File: config.mk
export PLATFORM = sky130hd
export DESIGN_NAME = seven_segment_readback_decoder
export DESIGN_NICKNAME = d
export VERILOG_FILES = /design/src/rtl/seg7_pkg.sv /design/src/rtl/seg7_stability_filter.sv /design/src/rtl/seven_segment_readback_decoder.sv
export SDC_FILE = /design/constraint.sdc
export NUM_CORES = 1
export LEC_CHECK = 0
export ABC_CLOCK_PERIOD_IN_PS = 6100
export BUFFER_PORTS_ARGS = -buffer_cell sky130_fd_sc_hd__buf_4
export CAP_MARGIN = 5
export CORE_ASPECT_RATIO = 0.5
export CORE_MARGIN = 2
export CORE_UTILIZATION = 40
export DETAILED_ROUTE_END_ITERATION = 10
export GPL_TIMING_DRIVEN = 0
export PLACE_DENSITY = 0.71
export SLEW_MARGIN = 20
export SYNTH_ARGS = -nofsm -noshare
export SYNTH_HDL_FRONTEND = slang
export SYNTH_SLANG_ARGS = --single-unit
File: constraint.sdc
create_clock -name clk -period 6.1 [get_ports clk]
set_clock_uncertainty 0.1 [all_clocks]
set_input_delay 0.61 -clock clk [delete_from_list [all_inputs] [get_ports clk]]
set_output_delay 0.61 -clock clk [all_outputs]
set_load 0.02 [all_outputs]
File: src/rtl/seg7_pkg.sv
// Shared constants, types and the pattern decoder for the 7-segment readback path.
// Segment bit order is {g,f,e,d,a,b,dp,c}, common cathode (1 = lit).
package seg7_pkg;

    localparam logic [7:0] SEG_0       = 8'h7D;
    localparam logic [7:0] SEG_1       = 8'h05;
    localparam logic [7:0] SEG_2       = 8'hBC;
    localparam logic [7:0] SEG_3       = 8'h9D;
    localparam logic [7:0] SEG_4       = 8'hC5;
    localparam logic [7:0] SEG_5       = 8'hD9;
    localparam logic [7:0] SEG_6       = 8'hF9;
    localparam logic [7:0] SEG_7       = 8'h0D;
    localparam logic [7:0] SEG_BLANK   = 8'h00;
    localparam logic [7:0] SEG_DP_MASK = 8'hFD;

    typedef enum logic {
        EMPTY,
        TRACK
    } seq_state_t;

    typedef struct packed {
        logic       valid;
        logic       blank;
        logic [2:0] digit;
    } seg7_dec_t;

    // Decode a pattern with the decimal point ignored
    function automatic seg7_dec_t seg7_decode(input logic [7:0] pat);
        seg7_dec_t  d;
        logic [7:0] m;
        m = pat & SEG_DP_MASK;
        d = '0;
        case (m)
            SEG_0:     begin d.valid = 1'b1; d.digit = 3'd0; end
            SEG_1:     begin d.valid = 1'b1; d.digit = 3'd1; end
            SEG_2:     begin d.valid = 1'b1; d.digit = 3'd2; end
            SEG_3:     begin d.valid = 1'b1; d.digit = 3'd3; end
            SEG_4:     begin d.valid = 1'b1; d.digit = 3'd4; end
            SEG_5:     begin d.valid = 1'b1; d.digit = 3'd5; end
            SEG_6:     begin d.valid = 1'b1; d.digit = 3'd6; end
            SEG_7:     begin d.valid = 1'b1; d.digit = 3'd7; end
            SEG_BLANK: d.blank = 1'b1;
            default:   d = '0;
        endcase
        return d;
    endfunction

endpackage

File: src/rtl/seg7_stability_filter.sv
// Debounce filter: a sample must repeat STABLE_CYCLES times before it is accepted, and
// only a masked pattern that differs from the last accepted one raises the strobe.
// accept/pattern are combinational so the parent can register the event on the same edge.
module seg7_stability_filter
    import seg7_pkg::*;
#(
    parameter int unsigned STABLE_CYCLES = 4
) (
    input  logic       clk,
    input  logic       rst_n,
    input  logic [7:0] sample,
    output logic       accept,
    output logic [7:0] pattern
);

    localparam int unsigned CW = (STABLE_CYCLES > 1) ? $clog2(STABLE_CYCLES) : 1;
    localparam logic [CW-1:0] CNT_MAX = CW'(STABLE_CYCLES - 1);

    logic [7:0]    candidate_q, candidate_d;
    logic [7:0]    accepted_q;
    logic [CW-1:0] stab_cnt_q, stab_cnt_d;

    // Next candidate / stability count, and the accept decision on the resulting state
    always_comb begin
        candidate_d = candidate_q;
        stab_cnt_d  = stab_cnt_q;
        if (sample != candidate_q) begin
            candidate_d = sample;
            stab_cnt_d  = '0;
        end else if (stab_cnt_q != CNT_MAX) begin
            stab_cnt_d = stab_cnt_q + CW'(1);
        end
        pattern = candidate_d & SEG_DP_MASK;
        accept  = (stab_cnt_d == CNT_MAX) && (pattern != accepted_q);
    end

    // Filter state; accepted holds the masked pattern so dp-only changes never re-fire
    always_ff @(posedge clk or negedge rst_n) begin
        if (!rst_n) begin
            candidate_q <= 8'h00;
            stab_cnt_q  <= '0;
            accepted_q  <= 8'h00;
        end else begin
            candidate_q <= candidate_d;
            stab_cnt_q  <= stab_cnt_d;
            if (accept) begin
                accepted_q <= pattern;
            end
        end
    end

endmodule

File: src/rtl/seven_segment_readback_decoder.sv
// Reader side of the 3-bit counter 7-segment display: samples and debounces the segment
// lines, decodes stable patterns back to digits and keeps event/error counters.
// Optional feature: define SEQ_CHECK_EN to build the mod-8 increment sequence checker.
module seven_segment_readback_decoder
    import seg7_pkg::*;
#(
    parameter int unsigned STABLE_CYCLES = 4,
    parameter int unsigned CNT_W         = 16
) (
    input  logic             clk,
    input  logic             rst_n,
    input  logic [7:0]       seg,
    input  logic             clr_err,
    output logic [2:0]       digit,
    output logic             digit_valid,
    output logic             blank,
    output logic             invalid,
    output logic             seq_err,
    output logic             err_sticky,
    output logic [CNT_W-1:0] upd_count,
    output logic [CNT_W-1:0] err_count
);

    logic [7:0] seg_q;
    logic       accept;
    logic [7:0] pattern;
    seg7_dec_t  dec;
    seq_state_t state_q;
    logic       inv_ev;
    logic       seq_ev;
    logic       err_ev;

    // Input sampling register
    always_ff @(posedge clk or negedge rst_n) begin
        if (!rst_n) begin
            seg_q <= 8'h00;
        end else begin
            seg_q <= seg;
        end
    end

    seg7_stability_filter #(
        .STABLE_CYCLES(STABLE_CYCLES)
    ) u_filter (
        .clk    (clk),
        .rst_n  (rst_n),
        .sample (seg_q),
        .accept (accept),
        .pattern(pattern)
    );

    assign dec    = seg7_decode(pattern);
    assign inv_ev = accept && !dec.valid && !dec.blank;
    assign err_ev = inv_ev || seq_ev;

`ifdef SEQ_CHECK_EN
    logic [2:0] prev_digit_q;

    assign seq_ev = accept && dec.valid && (state_q == TRACK) &&
                    (dec.digit != 3'(prev_digit_q + 3'd1));

    // Previous valid digit; blank/invalid accepts leave it untouched
    always_ff @(posedge clk or negedge rst_n) begin
        if (!rst_n) begin
            prev_digit_q <= 3'd0;
        end else if (accept && dec.valid) begin
            prev_digit_q <= dec.digit;
        end
    end
`else
    logic unused_state;

    assign seq_ev       = 1'b0;
    assign unused_state = (state_q == TRACK);
`endif

    // Tracking FSM, registered flags/pulses and saturating counters
    always_ff @(posedge clk or negedge rst_n) begin
        if (!rst_n) begin
            state_q     <= EMPTY;
            digit       <= 3'd0;
            digit_valid <= 1'b0;
            blank       <= 1'b0;
            invalid     <= 1'b0;
            seq_err     <= 1'b0;
            err_sticky  <= 1'b0;
            upd_count   <= '0;
            err_count   <= '0;
        end else begin
            digit_valid <= accept && dec.valid;
            invalid     <= inv_ev;
            seq_err     <= seq_ev;
            if (accept && dec.valid) begin
                digit   <= dec.digit;
                blank   <= 1'b0;
                state_q <= TRACK;
            end else if (accept && dec.blank) begin
                blank <= 1'b1;
            end
            if (accept && (upd_count != {CNT_W{1'b1}})) begin
                upd_count <= upd_count + CNT_W'(1);
            end
            if (err_ev && (err_count != {CNT_W{1'b1}})) begin
                err_count <= err_count + CNT_W'(1);
            end
            // A new error beats a simultaneous clear
            if (err_ev) begin
                err_sticky <= 1'b1;
            end else if (clr_err) begin
                err_sticky <= 1'b0;
            end
        end
    end

endmodule

======== Word-level counts from Yosys, hierarchy flattened ========
Cells that the tools add are included.
word-level totals
  bits in latches ......................... 0
  memories kept ........................... 0
  input bits .............................. 11
  RAM bits ................................ 0
  memory bits (read-only) ................. 0
  register bits ........................... 64
cells by class
  add/sub/neg operators ................... 3
  bitwise operators ....................... 0
  reductions and logical operators ........ 13
  divide/modulo/power cells ............... 0
  shifts and indexed selects .............. 0
  muxes and demuxes ....................... 10
  multipliers ............................. 0
  equal/unequal tests ..................... 14
  order comparisons ....................... 0
operators by type and width
  operator                 count
  $eq A7 B7 Y1 const B     5
  $add A16 B1 Y16 const B  2
  $ne A16 B16 Y1 const B   2
  $pmux W3 S7              1
  $logic_not A8 Y1         1
  $mux W8                  1
  $ne A8 B8 Y1             1
  $reduce_or A8 Y1         1
  $eq A7 B2 Y1 const B     1
  $eq A7 B3 Y1 const B     1
  $eq A7 B6 Y1 const B     1
  $logic_and A1 B1 Y1      7
  $ne A7 B7 Y1             1
  $mux W1                  6
  $mux W2                  2
  $reduce_bool A2 Y1       2
  $add A2 B1 Y2 const B    1
  $eq A2 B2 Y1 const B     1
  $logic_not A1 Y1         2
  $ne A2 B2 Y1 const B     1

======== Longest topological paths before layout ========
Gate-level depths: netlist of run 1.
  depth in word-level cells ............... 9
  mapped depth ............................ 8

======== Modules after synthesis ========
Synthesis of run 1 repeated with hierarchy kept, for this count alone.
unflattened totals
  cell total of the unflattened synthesis .. 262
  area, all modules ....................... 2971.6 um^2
modules (own cells, without submodules)
  module                          instances  area an instance (um^2)  cells an instance
  seven_segment_readback_decoder  1          2175.8                   202
  seg7_stability_filter           1          795.8                    60

======== Worst setup path before layout of run 1 ========
No wires, ideal clock.
  path type ............................... register to register
  start point ............................. register seg_q[4]
  end point ............................... register digit[0]
  period minus slack after synthesis ...... 2196 ps
  slack ................................... 3904 ps
  data required time ...................... 5872 ps
  data arrival time ....................... 1969 ps
  cell stages (with the launch flop) ...... 8
  path buffers ............................ 1
  cell sequence ........................... dfrtp_1 > buf_6 > or4_4 > nor3_1 > a21oi_1 > nand2_1 > and2_1 > mux2_1
between the ends
  word-level cells in the longest chain between the ends .. 6
  elaborated cells between the ends (all ways) .. 18
ends and longest elaborated chain
  what                                  line                                  text
  start, declared                       seven_segment_readback_decoder.sv:24  logic [7:0] seg_q;
  start signal, assigned                seven_segment_readback_decoder.sv:38  seg_q <= seg;
  $ne A8 B8 Y1                          seg7_stability_filter.sv:27           if (sample != candidate_q) begin
  $mux W8                               seg7_stability_filter.sv:27
  $eq A7 B3 Y1 (tied with other cells)  seg7_pkg.sv:33                        case (m)
  $reduce_or A8 Y1 (no line)            --
  $mux W1                               seg7_pkg.sv:33
  $logic_and A1 B1 Y1                   seven_segment_readback_decoder.sv:93  if (accept && dec.valid) begin
  end signal, assigned                  seven_segment_readback_decoder.sv:94  digit <= dec.digit;
  end, declared                         seven_segment_readback_decoder.sv:14  output logic [2:0] digit,
Several ways; a longest one is shown, not always the timed one.
A chain may end at the register's enable or synchronous reset.

======== Final worst setup path of run 1 ========
  start point ............................. register seg_q[3]
  end point ............................... register upd_count[14]
between the ends
  word-level cells in the longest chain between the ends .. 5
  elaborated cells between the ends (all ways) .. 7
ends and longest elaborated chain
  what                                                 line                                   text
  $ne A8 B8 Y1                                         seg7_stability_filter.sv:27
  $mux W8 / $mux W2 (equally long branches)            seg7_stability_filter.sv:27
  $ne A7 B7 Y1 / $eq A2 B2 Y1 (equally long branches)  seg7_stability_filter.sv:34            accept = (stab_cnt_d == CNT_MAX) && (pattern != accepted_q);
  $logic_and A1 B1 Y1 *                                seg7_stability_filter.sv:34
  $logic_and A1 B1 Y1 *                                seven_segment_readback_decoder.sv:100  if (accept && (upd_count != {CNT_W{1'b1}})) begin
  end signal, assigned                                 seven_segment_readback_decoder.sv:101  upd_count <= upd_count + CNT_W'(1);
  end, declared                                        seven_segment_readback_decoder.sv:20   output logic [CNT_W-1:0] upd_count,
Every way passes the cells marked *; elsewhere a longest branch is shown, timed or not.

==> results of run 1 <==
[registers in the layout (all words and copies together), names as in the netlist, 2 cells and up]
name and flops:
upd_count 16, u_filter.candidate_q 8, u_filter.accepted_q 7, seg_q 8
digit 3, err_count 16, u_filter.stab_cnt_q 2
[worst max-delay path by stage]
stage,start,endpoint,slack [ns],depth (start not counted)
2_1_floorplan,seg_q[4],digit[0],3.90,7
3_3_place_gp,seg_q[3],err_count[14],3.72,7
3_5_place_dp,seg_q[3],upd_count[14],3.66,8
4_1_cts,seg_q[3],upd_count[14],3.65,8
5_1_grt,seg_q[3],upd_count[14],3.53,8
6_report,seg_q[3],upd_count[14],3.65,8
[per-layer routing]
layer / vias up / part of all wire (%) / wire (um)
li1: 1011 / - / -
met1: 1052 / 44 / 2542
met2: 37 / 51 / 2953
met3: 4 / 4.2 / 239
met4: 0 / 0.31 / 18
met5: - / 0 / 0
[synth_stat cells, types with 2 or more instances]
cell type   n  area share (%)
a21oi_1     4            0.67
and2_1      4            0.84
and3_1      7             1.5
and4_1      2            0.59
buf_2       4            0.67
buf_4       5             1.3
buf_6       2            0.75
clkbuf_1    8             1.0
dfrtp_1    64              54
ha_1        2            0.84
inv_1       8             1.0
mux2_2     10             3.8
mux2_4      2             1.0
nand2_1    17             2.1
nand2b_1    2            0.42
nand3_1    12             2.0
nand4_1    13             2.7
nor2_1      9             1.1
nor3_1     10             1.7
nor3_2      3             1.0
nor4_2      2            0.84
o21ai_0     3            0.50
o31ai_1     3            0.75
xnor2_1    20             5.9
xor2_1     21             6.2
[report_power, final]
group / internal, mW / switching, mW / total [mW] / leakage, nW
Sequential: 0.431 / 0.00222 / 0.433 / 0.857
Combinational: 0.0148 / 0.0238 / 0.0387 / 0.822
Clock: 0.282 / 0.166 / 0.448 / 0.136
[logic make-up after synthesis]
| kind of cell | count (synthesis) | synth area share [%] |
|---|---|---|
| AOI/OAI and AO/OA | 16 | 3.851 |
| xor gates and xnor gates | 41 | 12.01 |
| adders and majority gates | 2 | 0.8370 |
| buffers and inverters | 27 | 4.688 |
| DFF | 64 | 53.58 |
| muxes | 14 | 5.484 |
| other | 1 | 0.1255 |
| and+or+nand+nor | 93 | 19.42 |
[final cells by class]
| type | instances | area [um2] |
|---|---|---|
| Clock buffer | 12 | 246.5 |
| Timing Repair Buffer | 49 | 367.9 |
| Inverter | 8 | 30.03 |
| Clock inverter | 4 | 20.02 |
| Buffer | 19 | 110.1 |
| Tap cell | 96 | 120.1 |
| Multi-Input combinational cell | 167 | 1247 |
| Sequential cell | 64 | 1602 |
| Fill cell | 646 | 3551 |
==> results.cfg, run 1 <==
[outcome]
status = complete, no violations

[setup_path]
crit_required_ns = 6.20
cp_cell_sequence = buf_4, xor2_1, nor4_2, o2111a_2, o31a_2, buf_4, nand4_1, xnor2_1
crit_type = flip-flop to flip-flop
critical_path.top_delay_family = compound AO/OA/AOI/OAI gates
cpMostUsedCell = buf_4
rr_endpoint = upd_count[14]
r2r_slack_ns = 3.65
startpoint_type = flip-flop
cp_max_fo = 10
ff2ff_path_depth = 8
cp_slowest_stage_delay_ns = 0.42
critPathBufInv = 2
crit_path_end_kind = flip-flop
worstPathArrival_ns = 2.55
slowest_stage = nor4_2
reg2reg_from = seg_q[3]

[placed_design]
dp_slack_ns = 3.664
dp_hpwl_um = 4103
gp_congestion = 0.7562
dp_cells = 403
dpl_cell_area_mm2 = 0.003477
portBuffers = 49

[global_route]
grtUsageTotal_pct = 14.91
grt_pass1_wl_um = 9591
grtUsageMet2_pct = 25.34
gr-max-usage-layer = met2
first_global_vias = 2093
grtUsageMet1_pct = 17.92
grt_use_met3_pct = 5.456
antenna_found_initial = 0
grt_max_degree = 65
grt_overflow = 0

[final_layout]
n_antenna_cell = 0
final_util_pct = 51.32
layout_common_cells = dfrtp_1, buf_4, xor2_1
fin_cells = 419
drive_gt1_share_pct = 30.65
area_delta_synth_final_pct = 25.24
fin_area_mm2 = 0.003744
finalNetCount = 331
mostFrequentLayoutCell = dfrtp_1

[hold_path]
hold_path.class = input port to asynchronous set/reset pin

[synth]
synthArstFlopShare_pct = 100.0
synth_ff_type = dfrtp_1
synth_nets = 271
synth_cell_types = 46
synthesis.area_mm2 = 0.002989
ys_seq_elements = 64
yosysWarnings = 0
synth-seq-area-share_pct = 53.58
synth_edf_count = 0
syn_inst = 258
avgSynthCellArea_um2 = 11.59

[clock_tree]
postCtsSetupBuffers = 0
cts_root_buffer = clkbuf_16
cts_tree = yes
clock_sinks = 64
htreeDepth = 3
cts_made_buffers = 9
clock_path_buffers = 2
ctsHoldBuffers = 0
ctsResizeCount = 0
clk_pin_slew_ns = 0.05
clk_latency_ns = 0.32

[power]
leakage_nw = 1.816
cellPowerDensity_mw_per_mm2 = 245.7
ir_drop_mv = 0.1336
fin_total_pwr_uw = 919.7

[timing]
rsz0062_at_grt = false
max_freq_mhz = 408.6
relSlewSlack_pct = 48.05
fin_setup_tns_ns = 0
setup_viol_count_final = 0
worst_slack_ns = 3.652
finalCritPeriodShare_pct = 40.12
fin_crit_ns = 2.448
worst_pin_slew_ns = 0.7793
slew_violations = 0
hold_viol_final = 0
timing.hold.ws_ns = 0.2607

[routing]
routed_wl_um = 5754
vias = 2104
drt-vias-per-instance = 5.021
drt_iter0_drc = 137
antenna_left = 0
firstDrtPassIters = 4
drcViolationCount = 0
wire_per_inst_um = 13.73

[die]
die_area_mm2 = 0.008222
die_width_um = 126.3
top_level_ports = 51
start_util_pct = 40.98
core_area_mm2 = 0.007295
die_y_um = 65.13
std_cell_rows = 22

[run]
cap_violations = 0
Power figures use the tool's default switching activity.
==> run 2: changes to the inputs <==
--- a/config.mk
+++ b/config.mk
@@ -5,7 +5,7 @@
 export SDC_FILE = /design/constraint.sdc
 export NUM_CORES = 1
 export LEC_CHECK = 0
-export ABC_CLOCK_PERIOD_IN_PS = 6100
+export ABC_CLOCK_PERIOD_IN_PS = 2070
 export BUFFER_PORTS_ARGS = -buffer_cell sky130_fd_sc_hd__buf_4
 export CAP_MARGIN = 5
 export CORE_ASPECT_RATIO = 0.5
@@ -13,7 +13,7 @@
 export CORE_UTILIZATION = 40
 export DETAILED_ROUTE_END_ITERATION = 10
 export GPL_TIMING_DRIVEN = 0
-export PLACE_DENSITY = 0.71
+export PLACE_DENSITY = 0.73
 export SLEW_MARGIN = 20
 export SYNTH_ARGS = -nofsm -noshare
 export SYNTH_HDL_FRONTEND = slang
==> constraint.sdc (replaced) <==
create_clock -name clk -period 2.07 [get_ports clk]
set_clock_uncertainty 0.1 [all_clocks]
set_input_delay 0.207 -clock clk [delete_from_list [all_inputs] [get_ports clk]]
set_output_delay 0.207 -clock clk [all_outputs]
set_load 0.02 [all_outputs]
==> results.cfg, run 2 (synthesized netlist as in run 1, its figures left out) <==
[hold_path]
hp-start = u_filter.stab_cnt_q[0]
hold_path.class = flip-flop to flip-flop

[power]
pwr-share-clk_pct = 49.3
seqPwrFrac_pct = 44.6
pwr-share-comb_pct = 6.1
p_int_mw = 2.258
p_sw_uw = 616.6
cellPowerDensity_mw_per_mm2 = 654.4
ir_drop_mv = 0.3950
leakage_nw = 2.105
switching_share_pct = 21.45

[global_route]
grt_overflow = 0
antenna_found_initial = 0
first_global_vias = 2355
grt_max_degree = 65
grt_pass1_wl_um = 11270
grtUsageTotal_pct = 17.73

[routing]
wire_per_inst_um = 15.91
vias = 2361
drt-vias-per-instance = 5.133
routed_wl_um = 7317
drcViolationCount = 0
firstDrtPassIters = 4
antenna_left = 0
drt_iter0_drc = 175

[setup_path]
crit_required_ns = 2.18
crit_type = flip-flop to flip-flop
worstPathArrival_ns = 2.41
critPathLaunch = seg_q[4]
cp_max_fo = 6
startpoint_type = flip-flop
crit_path_end_kind = flip-flop
reg2reg_from = seg_q[4]

[clock_tree]
cts_made_buffers = 9
clock_path_buffers = 2
clock_sinks = 64
cts_tree = yes
cts_root_buffer = clkbuf_16
clk_latency_ns = 0.33
clk_pin_slew_ns = 0.05
htreeDepth = 3

[final_layout]
area_delta_synth_final_pct = 46.97
n_fill_cell = 530
final_util_pct = 60.22
multi_input_area_mm2 = 0.001469
fin_area_mm2 = 0.004393
finalNetCount = 372
top_regs = err_count (16), upd_count (16)
mostFrequentLayoutCell = buf_4
drive_gt1_share_pct = 42.86
layout_common_cells = buf_4, dfrtp_1, xor2_1
seqCellArea_mm2 = 0.001603
n_antenna_cell = 0

[placed_design]
portBuffers = 49
gp_congestion = 0.8518
dp_hpwl_um = 4165
dpl_cell_area_mm2 = 0.003516

[die]
core_area_mm2 = 0.007295
std_cell_rows = 22
die_area_mm2 = 0.008222
die_width_um = 126.3
die_y_um = 65.13
top_level_ports = 51
start_util_pct = 40.98

[timing]
relSlewSlack_pct = 46.09
worst_pin_slew_ns = 0.8087
worst_slack_ns = -0.2334
finalCritPeriodShare_pct = 111.3
setup_viol_count_final = 42
fin_crit_ns = 2.303
rsz0062_at_grt = true
max_freq_mhz = 434.1
hold_viol_final = 0
slew_violations = 0

[outcome]
status = finished with violations
violations = setup timing

[run]
cap_violations = 0
## run 2: changes by cell type in the layout (fill, tap and decap cells not counted), sizes merged
| cell | change |
|---|---|
| buf | +29 |
| dlygate4sd3 | +10 |
| clkbuf | +3 |
| clkinv | -3 |
| clkinvlp | +1 |
| nand4b | +1 |
## run 2: final cells by class
type | instances | share of cell area (%)
flip-flops and latches | 64 | 36.49
multi-input cells | 168 | 33.44
repair buffers | 91 | 17.23
clock buffers | 14 | 6.238
plain buffers | 17 | 2.905
well taps | 96 | 2.734
inverters | 8 | 0.6836
clock inverters | 2 | 0.2848
## run 2: power groups by stage
stage | Combinational [mW] | Sequential [mW] | Clock [mW]
floorplan | 0.0668 | 1.30 | 0
global placement | 0.112 | 1.30 | 0
detailed placement | 0.119 | 1.30 | 0
CTS | 0.154 | 1.28 | 1.44
global route | 0.191 | 1.28 | 1.50
finish | 0.175 | 1.28 | 1.42
## run 2: stage by stage
stage                     setup slack (ns)  hold slack [ns]  setup TNS (ns)  cells  power (mW)
final                              -0.2334           0.3451          -6.588    460       2.875
after global routing               -0.3638           0.3724          -11.48    460       2.969
after CTS                          -0.1897           0.3498          -5.081    450       2.873
after detailed placement           -0.2736           0.2178          -7.005    403       1.416
after global placement             -0.2556           0.2171          -6.323    403       1.408
after floorplan                   -0.07700          -0.1886         -0.8435    258       1.362
## run 2: worst max-delay path: stages (launching register included)
cell and delay, ns:
dfrtp_1 0.38, buf_6 0.14, or4_4 0.57, nor4_4 0.17
and3b_2 0.28, nand4b_4 0.18, nor2b_4 0.07, mux2_4 0.29
## run 2: path summary, 6_finish.rpt
| path | end | slack [ns] | depth (start not counted) |
|---|---|---|---|
| worst max-delay path | err_count[1] | -0.23 | 7 |
| worst min-delay path | u_filter.stab_cnt_q[0] | 0.35 | 1 |
| worst max register to register | err_count[1] | -0.23 | 7 |
| worst min register to register | u_filter.stab_cnt_q[0] | 0.35 | 1 |
| max in group asynchronous | seg_q[6] | 0.89 | 2 |
| min in group asynchronous | seg_q[4] | 0.42 | 2 |
## run 2: per-layer routing
layer	up-vias	wire, um	GRT usage (%)
met2	70	3670	29.77
met4	0	169	7.692
met3	16	293	5.537
met1	1180	3184	21.45
li1	1095	-	-
met5	-	0	0
## run 2: what timing repair did
item	CTS	global route
hold buffers	10	0
buffers inserted	21	11
gates resized for setup	29	18
cloned	1	2
pin swaps	10	14
setup endpoints to repair	40	45
hold endpoints to repair	73	0
==> run 3: changes to the inputs <==
--- a/config.mk
+++ b/config.mk
@@ -13,7 +13,6 @@
 export CORE_UTILIZATION = 40
 export DETAILED_ROUTE_END_ITERATION = 10
 export GPL_TIMING_DRIVEN = 0
-export PLACE_DENSITY = 0.73
 export SLEW_MARGIN = 20
 export SYNTH_ARGS = -nofsm -noshare
 export SYNTH_HDL_FRONTEND = slang
==> results.cfg, run 3 (synthesized netlist as in run 1, its figures left out) <==
[global_route]
first_global_vias = 2239
grt_max_degree = 65
grtUsageTotal_pct = 17.01
antenna_found_initial = 0
grt_pass1_wl_um = 10850
grt_overflow = 0

[hold_path]
hold_path.class = flip-flop to flip-flop

[die]
core_area_mm2 = 0.007295
start_util_pct = 40.98
die_y_um = 65.13
top_level_ports = 51
die_width_um = 126.3
die_area_mm2 = 0.008222
std_cell_rows = 22

[clock_tree]
clock_sinks = 64
clock_path_buffers = 2
clk_latency_ns = 0.33
clk_pin_slew_ns = 0.05
cts_root_buffer = clkbuf_16
cts_made_buffers = 9
cts_tree = yes
htreeDepth = 3

[outcome]
violations = setup timing
status = finished with violations

[routing]
antenna_left = 0
drt_iter0_drc = 122
drcViolationCount = 0
wire_per_inst_um = 15.22
firstDrtPassIters = 4
drt-vias-per-instance = 5.035
routed_wl_um = 6924
vias = 2291

[placed_design]
portBuffers = 49
gp_congestion = 0.8329
dp_hpwl_um = 4079

[setup_path]
crit_required_ns = 2.18
cp_max_fo = 6
critPathCapture = err_count[1]
crit_path_end_kind = flip-flop
cp_cell_sequence = buf_6, or4_4, nor4_4, and3b_2, nand4b_4, nor2b_2, mux2_4
r2r_slack_ns = -0.23
critPathLaunch = seg_q[4]
cp_slowest_stage_delay_ns = 0.60
startpoint_type = flip-flop
crit_type = flip-flop to flip-flop
worstPathArrival_ns = 2.41
rr_endpoint = err_count[1]
reg2reg_from = seg_q[4]
slowest_stage = or4_4
ff2ff_path_depth = 7

[timing]
worst_pin_slew_ns = 0.8126
slew_violations = 0
timing.hold.ws_ns = 0.3488
worst_slack_ns = -0.2260
fin_crit_ns = 2.296
max_freq_mhz = 435.5
rsz0062_at_grt = true
setup_viol_count_final = 44
relSlewSlack_pct = 45.83
hold_viol_final = 0
finalCritPeriodShare_pct = 110.9

[final_layout]
top_regs = err_count (16), upd_count (16)
mostFrequentLayoutCell = buf_4
layout_common_cells = buf_4, dfrtp_1, xor2_1
finalNetCount = 367
drive_gt1_share_pct = 44.85
area_delta_synth_final_pct = 49.94
n_antenna_cell = 0

[power]
cellPowerDensity_mw_per_mm2 = 676.9
ir_drop_mv = 0.4294
fin_total_pwr_mw = 3.034
leakage_nw = 2.171

[run]
cap_violations = 0
run 3: cell count changes in the layout (fill, tap and decap cells not counted), sizes merged:
cell,delta
buf,-6
bufinv,+1
clkbuf,+1
clkinvlp,-1
run 3: critical path: cells and delay by family, from the launching register on:
family | cells | cell delay (ns)
flip-flops | 1 | 0.38
multiplexers | 1 | 0.29
AND/OR/NAND/NOR | 5 | 1.27
buffers and inverters | 1 | 0.13
run 3: what timing repair did:
item / in CTS / in global routing
cloned: 1 / 3
hold buffers: 10 / 0
setup endpoints to repair: 42 / 45
pin swaps: 12 / 14
setup buffers: 21 / 6
hold endpoints to repair: 73 / 0
gates resized for setup: 23 / 44
run 3: stage by stage:
stage | util [%] | instances | worst slack (ns) | area (um2) | setup TNS [ns]
detailed placement | 48.20 | 403 | -0.2917 | 3516 | -7.760
finish | 61.44 | 455 | -0.2260 | 4482 | -6.835
global route | 61.44 | 455 | -0.3177 | 4482 | -10.41
global placement | 48.20 | 403 | -0.2815 | 3516 | -7.036
floorplan | - | 258 | -0.07700 | 3028 | -0.8435
CTS | 57.46 | 449 | -0.1798 | 4192 | -4.602
run 3: power breakdown:
part	total (mW)	switching [mW]	internal [mW]
Sequential	1.28	0.0104	1.27
Clock	1.59	0.525	1.06
Combinational	0.168	0.0894	0.0789
run 3: how the worst min path moves through the flow:
stage                                       from                endpoint  slack (ns)  depth (start not counted)
after global routing      u_filter.stab_cnt_q[0]  u_filter.stab_cnt_q[0]        0.35                          1
final                     u_filter.stab_cnt_q[0]  u_filter.stab_cnt_q[0]        0.35                          1
after CTS                 u_filter.stab_cnt_q[0]  u_filter.stab_cnt_q[0]        0.35                          1
after detailed placement                  seg[3]                seg_q[3]        0.22                          1
after floorplan                            rst_n                   blank       -0.19                          0
after global placement                    seg[0]                seg_q[0]        0.22                          1
run 3: final cells by class:
type                       instances  area, um2
tap                               96      120.1
clock buffer                      14      284.0
inverter                           8      30.03
multi-input combinational        168       1530
fill                             578       2813
clock inverter                     2      35.03
sequential                        64       1603
buffer                            18      142.6
timing repair buffer              85      737.0
run 3: layer usage:
layer | share of wire, % | GRT usage [%]
met2 | 49 | 27.42
met4 | 1.0 | 7.005
met3 | 4.0 | 5.700
met1 | 46 | 21.35
met5 | 0 | 0
